## src/rtl/fetch_pkg.sv

```systemverilog
// Shared types for the fetch stage: pipeline control/request structs, the
// FetchInfo payload handed to decode, and the instruction-queue entry.
package fetch_pkg;

    localparam int unsigned XLEN       = 32;
    localparam int unsigned INST_BYTES = 4;

    // {enable, pc, inst} registered towards decode
    typedef struct packed {
        logic            enable;
        logic [XLEN-1:0] pc;
        logic [XLEN-1:0] inst;
    } FetchInfo;

    // Stall/flush from hazard control
    typedef struct packed {
        logic stall;
        logic flush;
    } PipeControl;

    // Stall/flush requests a stage raises towards hazard control
    typedef struct packed {
        logic       stall_req;
        logic [3:0] flush_req;
    } PipeRequest;

    // One buffered instruction
    typedef struct packed {
        logic [XLEN-1:0] pc;
        logic [XLEN-1:0] inst;
    } fetch_entry_t;

    function automatic logic [XLEN-1:0] next_pc(input logic [XLEN-1:0] pc);
        return pc + XLEN'(INST_BYTES);
    endfunction

endpackage

```

## src/rtl/fetch_queue.sv

```systemverilog
// Instruction queue: DEPTH-entry FIFO of {pc, inst}.
// Ports:
//   clk, rst      clock, async active-high reset
//   push_i        write push_data_i at the tail
//   pop_i         drop the head entry
//   clear_i       empty the queue (wins over push/pop)
//   push_data_i   entry to write
//   head_o        current head entry (valid when !empty_o)
//   count_o       number of stored entries
//   empty_o       queue is empty
module fetch_queue
    import fetch_pkg::*;
#(
    parameter int unsigned DEPTH = 2,
    localparam int unsigned PTR_W = $clog2(DEPTH),
    localparam int unsigned CNT_W = $clog2(DEPTH + 1)
) (
    input  logic             clk,
    input  logic             rst,
    input  logic             push_i,
    input  logic             pop_i,
    input  logic             clear_i,
    input  fetch_entry_t     push_data_i,
    output fetch_entry_t     head_o,
    output logic [CNT_W-1:0] count_o,
    output logic             empty_o
);

    fetch_entry_t     mem_q [DEPTH];
    logic [PTR_W-1:0] rd_ptr_q;
    logic [PTR_W-1:0] wr_ptr_q;
    logic [CNT_W-1:0] count_q;

    // Pointers and occupancy; DEPTH is a power of two so pointers wrap naturally
    always_ff @(posedge clk or posedge rst) begin
        if (rst) begin
            rd_ptr_q <= '0;
            wr_ptr_q <= '0;
            count_q  <= '0;
        end else if (clear_i) begin
            rd_ptr_q <= '0;
            wr_ptr_q <= '0;
            count_q  <= '0;
        end else begin
            if (push_i) wr_ptr_q <= wr_ptr_q + PTR_W'(1);
            if (pop_i)  rd_ptr_q <= rd_ptr_q + PTR_W'(1);
            count_q <= count_q + CNT_W'(push_i) - CNT_W'(pop_i);
        end
    end

    // Storage needs no reset: entries are only read once counted
    always_ff @(posedge clk) begin
        if (push_i && !clear_i) mem_q[wr_ptr_q] <= push_data_i;
    end

    assign head_o  = mem_q[rd_ptr_q];
    assign count_o = count_q;
    assign empty_o = (count_q == '0);

endmodule

```

## src/rtl/fetch.sv

```systemverilog
// IF stage: issues in-order word requests to instruction memory, buffers the
// responses and hands {enable, pc, inst} to decode. Responses belonging to a
// path abandoned by an EX redirect are counted and dropped.
// Optional feature macro: FETCH_MISALIGN_CHECK_EN (misaligned redirect target
// raises a sticky error and halts fetch until an aligned redirect).
// Ports:
//   clk, rst         clock, async active-high reset
//   pipe             stall/flush from hazard control
//   req              stage requests (fetch never requests: all zero)
//   redirect_valid   EX resolved taken branch/jump this cycle
//   redirect_pc      new fetch target
//   imem_req_valid   request valid (held with address until accepted)
//   imem_req_ready   memory accepts request
//   imem_req_addr    word-aligned byte address
//   imem_resp_valid  in-order response, latency >= 1, never backpressured
//   imem_resp_data   instruction word
//   fetch_info       registered {enable, pc, inst} to decode
//   error            misaligned redirect target (feature build only, else 0)
module fetch
    import fetch_pkg::*;
#(
    parameter logic [XLEN-1:0] RESET_PC  = 32'h0000_0000,
    parameter int unsigned     BUF_DEPTH = 2
) (
    input  logic            clk,
    input  logic            rst,
    input  PipeControl      pipe,
    output PipeRequest      req,
    input  logic            redirect_valid,
    input  logic [XLEN-1:0] redirect_pc,
    output logic            imem_req_valid,
    input  logic            imem_req_ready,
    output logic [XLEN-1:0] imem_req_addr,
    input  logic            imem_resp_valid,
    input  logic [XLEN-1:0] imem_resp_data,
    output FetchInfo        fetch_info,
    output logic            error
);

    localparam int unsigned CNT_W = $clog2(BUF_DEPTH + 1);
    localparam int unsigned OCC_W = CNT_W + 1;

    logic [XLEN-1:0]  pc_next_q,   pc_next_d;
    logic [XLEN-1:0]  resp_pc_q,   resp_pc_d;
    logic [CNT_W-1:0] inflight_q,  inflight_d;
    logic [CNT_W-1:0] drop_cnt_q,  drop_cnt_d;
    logic             hold_q,      hold_d;
    logic [XLEN-1:0]  hold_addr_q, hold_addr_d;
    logic             stale_q,     stale_d;
    FetchInfo         fetch_info_q, fetch_info_d;

    logic             halted;
    logic [XLEN-1:0]  redir_target;
    logic [OCC_W-1:0] occupancy;
    logic             cap_ok;
    logic             req_valid_c;
    logic [XLEN-1:0]  req_addr_c;
    logic             accept;

    logic             q_push;
    logic             q_pop;
    logic             q_clear;
    fetch_entry_t     q_push_data;
    fetch_entry_t     q_head;
    logic [CNT_W-1:0] q_count;
    logic             q_empty;

`ifdef FETCH_MISALIGN_CHECK_EN
    logic error_q, error_d;
    logic redir_bad;
    assign redir_bad    = |redirect_pc[1:0];
    assign redir_target = redirect_pc;
    assign halted       = error_q;
    assign error        = error_q;
`else
    assign redir_target = redirect_pc & ~XLEN'(INST_BYTES - 1);
    assign halted       = 1'b0;
    assign error        = 1'b0;
`endif

    // Issue cap: in-flight plus buffered never exceeds the queue depth, so
    // every response always has room and needs no backpressure.
    assign occupancy   = {1'b0, inflight_q} + {1'b0, q_count};
    assign cap_ok      = occupancy < OCC_W'(BUF_DEPTH);
    assign req_valid_c = !rst && (hold_q || (cap_ok && !halted));
    assign req_addr_c  = hold_q ? hold_addr_q : pc_next_q;
    assign accept      = req_valid_c && imem_req_ready;

    assign imem_req_valid = req_valid_c;
    assign imem_req_addr  = req_addr_c;
    assign req            = '{stall_req: 1'b0, flush_req: 4'b0000};
    assign fetch_info     = fetch_info_q;

    assign q_push_data.pc   = resp_pc_q;
    assign q_push_data.inst = imem_resp_data;

    fetch_queue #(.DEPTH(BUF_DEPTH)) u_queue (
        .clk         (clk),
        .rst         (rst),
        .push_i      (q_push),
        .pop_i       (q_pop),
        .clear_i     (q_clear),
        .push_data_i (q_push_data),
        .head_o      (q_head),
        .count_o     (q_count),
        .empty_o     (q_empty)
    );

    // Next-state: request channel, response bookkeeping, redirect, output reg
    always_comb begin
        pc_next_d    = pc_next_q;
        resp_pc_d    = resp_pc_q;
        inflight_d   = inflight_q + CNT_W'(accept) - CNT_W'(imem_resp_valid);
        drop_cnt_d   = drop_cnt_q;
        hold_d       = hold_q;
        hold_addr_d  = hold_addr_q;
        stale_d      = stale_q;
        fetch_info_d = fetch_info_q;
        q_push       = 1'b0;
        q_pop        = 1'b0;
        q_clear      = 1'b0;
`ifdef FETCH_MISALIGN_CHECK_EN
        error_d      = error_q;
`endif

        // A raised request keeps its address until accepted
        if (req_valid_c && !imem_req_ready) begin
            hold_d      = 1'b1;
            hold_addr_d = req_addr_c;
        end else if (accept) begin
            hold_d  = 1'b0;
            stale_d = 1'b0;
        end

        if (redirect_valid) begin
            pc_next_d  = redir_target;
            resp_pc_d  = redir_target;
            q_clear    = 1'b1;
            // Everything still outstanding after this edge is wrong-path;
            // a response arriving now is simply not pushed.
            drop_cnt_d = inflight_d;
            // A request left pending across the redirect is wrong-path too
            stale_d    = req_valid_c && !imem_req_ready;
`ifdef FETCH_MISALIGN_CHECK_EN
            error_d    = redir_bad;
`endif
        end else begin
            // A stale accept carries an old address and must not advance the PC
            if (accept && !stale_q) pc_next_d = next_pc(pc_next_q);
            if (imem_resp_valid) begin
                if (drop_cnt_q != '0) begin
                    drop_cnt_d = drop_cnt_q - CNT_W'(1);
                end else begin
                    q_push    = 1'b1;
                    resp_pc_d = next_pc(resp_pc_q);
                end
            end
            if (accept && stale_q) drop_cnt_d = drop_cnt_d + CNT_W'(1);
        end

        // Output register: flush > stall > load head > idle
        if (pipe.flush) begin
            fetch_info_d.enable = 1'b0;
        end else if (!pipe.stall) begin
            if (!q_empty && !halted) begin
                fetch_info_d.enable = 1'b1;
                fetch_info_d.pc     = q_head.pc;
                fetch_info_d.inst   = q_head.inst;
                q_pop               = 1'b1;
            end else begin
                fetch_info_d.enable = 1'b0;
            end
        end
    end

    // State registers
    always_ff @(posedge clk or posedge rst) begin
        if (rst) begin
            pc_next_q    <= RESET_PC;
            resp_pc_q    <= RESET_PC;
            inflight_q   <= '0;
            drop_cnt_q   <= '0;
            hold_q       <= 1'b0;
            hold_addr_q  <= '0;
            stale_q      <= 1'b0;
            fetch_info_q <= '0;
        end else begin
            pc_next_q    <= pc_next_d;
            resp_pc_q    <= resp_pc_d;
            inflight_q   <= inflight_d;
            drop_cnt_q   <= drop_cnt_d;
            hold_q       <= hold_d;
            hold_addr_q  <= hold_addr_d;
            stale_q      <= stale_d;
            fetch_info_q <= fetch_info_d;
        end
    end

`ifdef FETCH_MISALIGN_CHECK_EN
    always_ff @(posedge clk or posedge rst) begin
        if (rst) error_q <= 1'b0;
        else     error_q <= error_d;
    end
`endif

endmodule

```

## config.mk

```make
export PLATFORM = sky130hd
export DESIGN_NAME = fetch
export DESIGN_NICKNAME = d
export VERILOG_FILES = /design/src/rtl/fetch_pkg.sv /design/src/rtl/fetch_queue.sv /design/src/rtl/fetch.sv
export SDC_FILE = /design/constraint.sdc
export NUM_CORES = 1
export LEC_CHECK = 0
export ABC_AREA = 1
export CAP_MARGIN = 20
export CORE_MARGIN = 1
export CORE_UTILIZATION = 57
export CTS_BUF_LIST = sky130_fd_sc_hd__clkbuf_16
export CTS_CLUSTER_DIAMETER = 30
export CTS_CLUSTER_SIZE = 20
export DETAILED_ROUTE_END_ITERATION = 10
export GPL_TIMING_DRIVEN = 0
export PLACE_DENSITY_LB_ADDON = 0.08
export SLEW_MARGIN = 10
export SYNTH_ARGS = -nofsm -noshare
export SYNTH_HDL_FRONTEND = slang
export SYNTH_HIERARCHICAL = 1
export SYNTH_SLANG_ARGS = --single-unit
```

## constraint.sdc

```tcl
create_clock -name clk -period 14.8 [get_ports clk]
set_input_delay 2.96 -clock clk [delete_from_list [all_inputs] [get_ports clk]]
set_output_delay 2.96 -clock clk [all_outputs]
set_load 0.02 [all_outputs]
```

==> flow_summary_export.csv, run 1 <==
group,metric,value,unit
pwr,power-per-cell-area,188,mW/mm2
yosys,post_synth_inst_count,1427,
cells_and_area,post_route_cells_drive_above_1_share,0.139,
routing,ant_nets,0,
routing,totalWireLength,34700,um
cells_and_area,final_cell_mix,"nand2_1 (539), dfrtp_1 (167), clkdlybuf4s50_1 (166)",
yosys,ys_seq_area_frac,0.587,
yosys,syn-cell-area,0.0137,mm2
cts,ctsResizeCount,0,
cts,path_clk_slew,0.05,ns
placement,post-dp-hpwl,23600,um
routing,drt_first_pass_iters,7,
timing,rsz0062_at_grt,"false",
cts,cts.path.max_buffers,3,
timing,drv_slew,0,
pwr,total_leakage_power,7.77,nW
worst_setup_path,critPathMaxFanout,102,
die,floorplan.initialDensity,0.582,
yosys,yosys_warnings,6,
global_routing,grt.total_usage,0.290,
global_routing,grt_antenna_before_repair,0,
cts,tritoncts_clock_tree,"built",
global_routing,first_global_vias,10600,
routing,post_drt_wl_per_cell,17.1,um
worst_setup_path,worstPathArrival,5.32,ns
global_routing,grt_first_pass_wirelength,54900,um
cts,cts-hold-fix-buffers,0,
routing,drt_first_iter_violations,836,
timing,fin_setup_tns,0,ns
die,total_die_area,0.0246,mm2
timing,whs,0.464,ns
timing,report.final.hold_viol_count,0,
die,floorplan_core_area,0.0235,mm2
worst_setup_path,startpoint,"rst",
timing,finalSetupViolations,0,
routing,post_drt_via_cell_ratio,5.24,
cts,cts_setup_buffers,0,
cells_and_area,layoutNonFillerInstCount,2030,
timing,worst-slew-pin-transition,0.708,ns
cells_and_area,n_antenna_cell,0,
worst_setup_path,crit_path_end_kind,"output port",
die,boundaryPins,175,
routing,num_vias,10600,
pwr,worst_ir_drop_vdd,123,uV
timing,fmax,121,MHz
global_routing,grt_max_degree,103,
worst_setup_path,worstReg2RegStart,"drop_cnt_q[0]",
hold_path,hold_path.class,"flip-flop to flip-flop",
placement,post-place-cells,1926,
worst_setup_path,required,11.84,ns
cts,cts_inserted_buffers,56,
timing,worst_slew_margin_rel,0.528,
global_routing,globalRoute.totalOverflow,0,
worst_setup_path,critical_path_class,"primary input to output port",
outcome,run_status,"finished clean",
cells_and_area,nFillCells,1618,
cells_and_area,most_common_library_cell_in_the_layout_ignoring_fill_and_taps,"nand2_1",
timing,final_worst_path_period_share,0.559,
cts,root_buffer_cell,"clkbuf_16",
yosys,netlist-cell-type-count,42,
yosys,synth.ff_latch_count,295,
timing,setup_clock_skew_after_layout,0.0226,ns
cts,worstSkewPairLatency,0.57,ns
cts,cts_sinks,295,
die,fp-row-count,56,
hold_path,worstHoldStart,"fetch_info[2]",
worst_setup_path,critical_path.startpoint_type,"primary input",
routing,detail_route.drc_violations,0,
yosys,synth_area_per_cell,9.58,um2
die,die_width,157,um
die,chipHeight,157,um
cells_and_area,nets,1743,
cells_and_area,area.growth.synth_to_final,29.7,%
timing,timing.final.crit_period,8.28,ns
flow_run,max_cap_violations,0,
cts,htreeDepth,2,
placement,routabilityCongestion,0.950,
placement,portBuffers,166,
path summary, 6_finish.rpt:
check | slack [ns] | depth (start not counted) | to
min in group asynchronous | 2.79 | 2 | u_queue/rd_ptr_q
min | 0.46 | 2 | fetch_info[2]
min reg2reg | 0.46 | 2 | fetch_info[2]
max | 6.52 | 6 | imem_req_valid
max reg2reg | 12.24 | 9 | u_queue/mem_q[0][24]
max in group asynchronous | 10.99 | 3 | pc_next_q[6]
power by group:
group          internal (W)  leakage (nW)  switching [W]  total [W]
sequential          0.00105          3.23       0.000129    0.00118
clock              0.000764         0.903       0.000433    0.00120
combinational      0.000401          3.64       0.000551   0.000952
metal layers:
metal	share of wire	vias to the layer above	global-route usage
met4	0.036	0	0.124
met3	0.060	79	0.0537
met2	0.49	380	0.500
li1	-	5150	-
met1	0.41	5020	0.358
met5	0	-	0
final cells by class:
cell class,instances,area [um2],share of cell area
plain buffers,59,349,0.0197
clock buffers,56,1400,0.0791
inverters,104,400,0.0226
repair buffers,171,1780,0.101
multi-input cells,978,4950,0.280
flip-flops and latches,295,8020,0.453
well taps,319,399,0.0225
clock inverters,48,414,0.0234
synth_stat cells:
cell / number / share of area
a21boi_0: 2 / 0.0011
a21oi_1: 38 / 0.014
a22o_1: 1 / 0.00064
a22oi_1: 2 / 0.0011
a31oi_1: 8 / 0.0037
and2_1: 2 / 0.00092
buf_1: 3 / 0.00082
buf_2: 21 / 0.0077
buf_4: 9 / 0.0049
buf_6: 9 / 0.0074
clkbuf_1: 17 / 0.0047
conb_1: 1 / 0.00027
dfrtp_1: 167 / 0.31
edfxtp_1: 128 / 0.28
fa_1: 1 / 0.0015
ha_1: 6 / 0.0055
inv_1: 99 / 0.027
inv_2: 4 / 0.0011
inv_4: 1 / 0.00046
mux2_2: 26 / 0.021
mux2_4: 38 / 0.042
nand2_1: 539 / 0.15
nand2_2: 10 / 0.0046
nand2_4: 1 / 0.00082
nand3_1: 75 / 0.027
nand3_4: 1 / 0.0013
nand3b_1: 1 / 0.00055
nand4_1: 17 / 0.0078
nor2_1: 87 / 0.024
nor2_2: 11 / 0.0050
nor2_4: 11 / 0.0091
nor3_1: 5 / 0.0018
nor3_2: 1 / 0.00073
o211ai_1: 5 / 0.0027
o21ai_0: 60 / 0.022
o21ai_1: 3 / 0.0011
o21bai_1: 3 / 0.0016
o221ai_1: 1 / 0.00064
o31ai_1: 1 / 0.00055
or2_2: 1 / 0.00046
xnor2_1: 2 / 0.0013
xor2_1: 9 / 0.0058
flip-flops by register name (all words and copies together) (netlist names):
| name | flops |
|---|---|
| pc_next_q | 30 |
| drop_cnt_q | 2 |
| u_queue/mem_q | 128 |
| stale_q | 1 |
| u_queue/rd_ptr_q | 1 |
| inflight_q | 2 |
| u_queue/count_o | 2 |
| resp_pc_q | 30 |
| u_queue/wr_ptr_q | 1 |
| hold_addr_q | 32 |
| fetch_info | 65 |
| hold_q | 1 |
worst max-delay path, stage by stage:
cell and delay, ns:
clkdlybuf4s50_1 0.52, inv_8 0.39, buf_16 0.43, nand2_1 0.20, inv_1 0.09, clkdlybuf4s50_1 0.60
stage by stage:
stage               cell area, um2  worst slack [ns]   util  total power, W
detailed placement           15900              6.49  0.678         0.00213
finish                       17700              6.52  0.755         0.00333
global route                 17700              6.30  0.755         0.00349
CTS                          17700              6.47  0.755         0.00334
global placement             15800              1.81  0.672         0.00210
floorplan                    13700              4.56      -         0.00171
kinds of logic (layout without fill, tap and decap cells):
kind of cell | after synthesis | after routing | synth area share
AO/OA/AOI/OAI | 124 | 124 | 0.0491
XOR/XNOR | 11 | 11 | 0.00705
adder cells (fa/ha/maj) | 7 | 7 | 0.00696
buffers and inverters | 163 | 438 | 0.0543
flip-flops | 295 | 295 | 0.587
multiplexers | 64 | 64 | 0.0632
other | 1 | 10 | 0.000274
AND/OR/NAND/NOR | 762 | 762 | 0.232
Note: power is estimated with default switching activity, not from simulation.
==> run 2: changes to the inputs <==
- CORE_UTILIZATION: 57 -> 50
- clock period: 14.8 -> 7.39 ns (I/O delays scaled with it)
==> run 2 against run 1 <==
- utilization decreased by 9.3 points
- setup slack lost 4.4 ns
- via count shrank 0.96%
- count of clock-buffer cells in the layout down 3
- non-clock buffer count stayed put
- die area grew 14%
- cell area rose by 0.36%
- clock power rose by 110%
- hold slack is essentially flat
- wire length is 2.6% lower
- flip-flop and latch count did not move
- sequential power rose by 100%
- critical path type unchanged
- largest cell class unchanged
==> flow_summary_export.csv, run 2 (same netlist as run 1, synthesis figures left out) <==
group,metric,value,unit
worst_setup_path,critical_path.most_common_cell,"clkdlybuf4s50_1",
timing,setup_clock_skew_after_layout,0.0150,ns
timing,worst_slew_margin_rel,0.497,
cts,tritoncts_clock_tree,"built",
die,boundaryPins,175,
hold_path,hold_path.class,"flip-flop to flip-flop",
cts,ctsResizeCount,0,
cells_and_area,regMostFlops,"u_queue/mem_q",
cells_and_area,n_antenna_cell,0,
worst_setup_path,required,5.91,ns
cells_and_area,final_cell_mix,"nand2_1 (539), dfrtp_1 (167), clkdlybuf4s50_1 (166)",
global_routing,grt_max_degree,107,
die,fp-row-count,60,
routing,drt_first_pass_iters,5,
worst_setup_path,crit_path_end_kind,"output port",
worst_setup_path,timing.critical_path.slowest_stage_cell,"clkdlybuf4s50_1",
placement,preCtsSetupSlack,2.03,ns
die,total_die_area,0.0280,mm2
worst_setup_path,critPathMaxFanout,106,
pwr,worst_ir_drop_vdd,239,uV
cts,htreeDepth,2,
global_routing,grt_first_pass_wirelength,54100,um
routing,post_drt_wl_per_cell,16.5,um
outcome,run_status,"finished clean",
cells_and_area,largest_register_ffs,128,
cells_and_area,seqCellArea,0.00802,mm2
timing,worst-slew-pin-transition,0.754,ns
worst_setup_path,path_delay_family,"buffers and inverters",
cts,worstSkewPairLatency,0.55,ns
cells_and_area,most_common_library_cell_in_the_layout_ignoring_fill_and_taps,"nand2_1",
pwr,power.total,0.00676,W
placement,routabilityCongestion,0.922,
flow_run,max_cap_violations,0,
worst_setup_path,worst_path_largest_cell_delay,0.59,ns
worst_setup_path,worst-path-buf-inv,5,
cts,cts_setup_buffers,0,
routing,post_drt_via_cell_ratio,5.15,
timing,rsz0062_at_grt,"false",
cts,root_buffer_cell,"clkbuf_16",
cts,cts_inserted_buffers,53,
cts,cts-hold-fix-buffers,0,
die,die_width,167,um
global_routing,grt_antenna_before_repair,0,
routing,num_vias,10500,
placement,post-dp-hpwl,23500,um
worst_setup_path,critical_path_class,"primary input to output port",
timing,fin_setup_tns,0,ns
cts,cts.path.max_buffers,3,
die,chipHeight,167,um
placement,portBuffers,166,
routing,totalWireLength,33900,um
global_routing,globalRoute.totalOverflow,0,
worst_setup_path,worstPathArrival,3.77,ns
global_routing,first_global_vias,10300,
timing,drv_slew,0,
worst_setup_path,ff2ff_setup_slack,4.83,ns
die,floorplan_core_area,0.0269,mm2
routing,detail_route.drc_violations,0,
timing,postLayoutSetupSlackWorst,2.14,ns
cells_and_area,multiInputGateArea,0.00495,mm2
routing,ant_nets,0,
cells_and_area,post_route_cells_drive_above_1_share,0.139,
timing,final_worst_path_period_share,0.710,
global_routing,grt.total_usage,0.246,
worst_setup_path,crit_chain,"clkdlybuf4s50_1 -> inv_8 -> buf_16 -> nand2_1 -> inv_1 -> clkdlybuf4s50_1",
pwr,power-per-cell-area,380,mW/mm2
timing,fmax,190,MHz
worst_setup_path,critical_path.startpoint_type,"primary input",
timing,timing.final.crit_period,5.25,ns
timing,finalSetupViolations,0,
cts,cts_sinks,295,
cells_and_area,area.growth.synth_to_final,30.1,%
cells_and_area,nFillCells,2195,
die,floorplan.initialDensity,0.509,
routing,drt_first_iter_violations,819,
timing,report.final.hold_viol_count,0,
cells_and_area,nets,1740,
pwr,total_leakage_power,7.77,nW
cts,path_clk_slew,0.04,ns
## run 2: worst min-delay path, stage by stage (launching register included)
cell and delay [ns]:
dfrtp_1 0.33, nand2_1 0.05, nand2_1 0.05
## run 2: final cells by class
cell class / instances / area share
Inverter: 104 / 0.0225
Clock buffer: 53 / 0.0746
Sequential cell: 295 / 0.451
Clock inverter: 45 / 0.0304
Buffer: 59 / 0.0196
Timing Repair Buffer: 171 / 0.0995
Multi-Input combinational cell: 978 / 0.279
Tap cell: 341 / 0.0240
## run 2: worst paths after layout
check,start,to,cells after the start
setup / recovery,rst,imem_req_valid,6
hold / removal,hold_addr_q[19],hold_addr_q[19],2
setup reg to reg,drop_cnt_q[0],u_queue/mem_q[0][35],9
hold reg to reg,hold_addr_q[19],hold_addr_q[19],2
max in group asynchronous,rst,pc_next_q[15],3
min in group asynchronous,rst,u_queue/rd_ptr_q,2
## run 2: routing by layer
layer	GRT usage	up-vias	share of wire
met2	0.412	298	0.47
li1	-	5120	-
met5	0	-	0
met4	0.0993	0	0.032
met3	0.0423	76	0.054
met1	0.318	5033	0.44
## run 2: power breakdown
group	total, W	leakage (nW)	switching (W)	internal [W]
clock	0.00251	0.909	0.000847	0.00167
sequential	0.00236	3.23	0.000260	0.00210
combinational	0.00189	3.63	0.00109	0.000802
total	0.00676	7.77	0.00219	0.00457
## run 2: metrics by stage
stage               hold WS [ns]  instance area, um2   util  instances
global route               0.481               17800  0.662       2046
global placement           0.453               15800  0.588       1943
CTS                        0.470               17800  0.662       2046
detailed placement         0.457               15900  0.592       1948
floorplan                  0.442               13700      -       1436
finish                     0.464               17800  0.662       2046
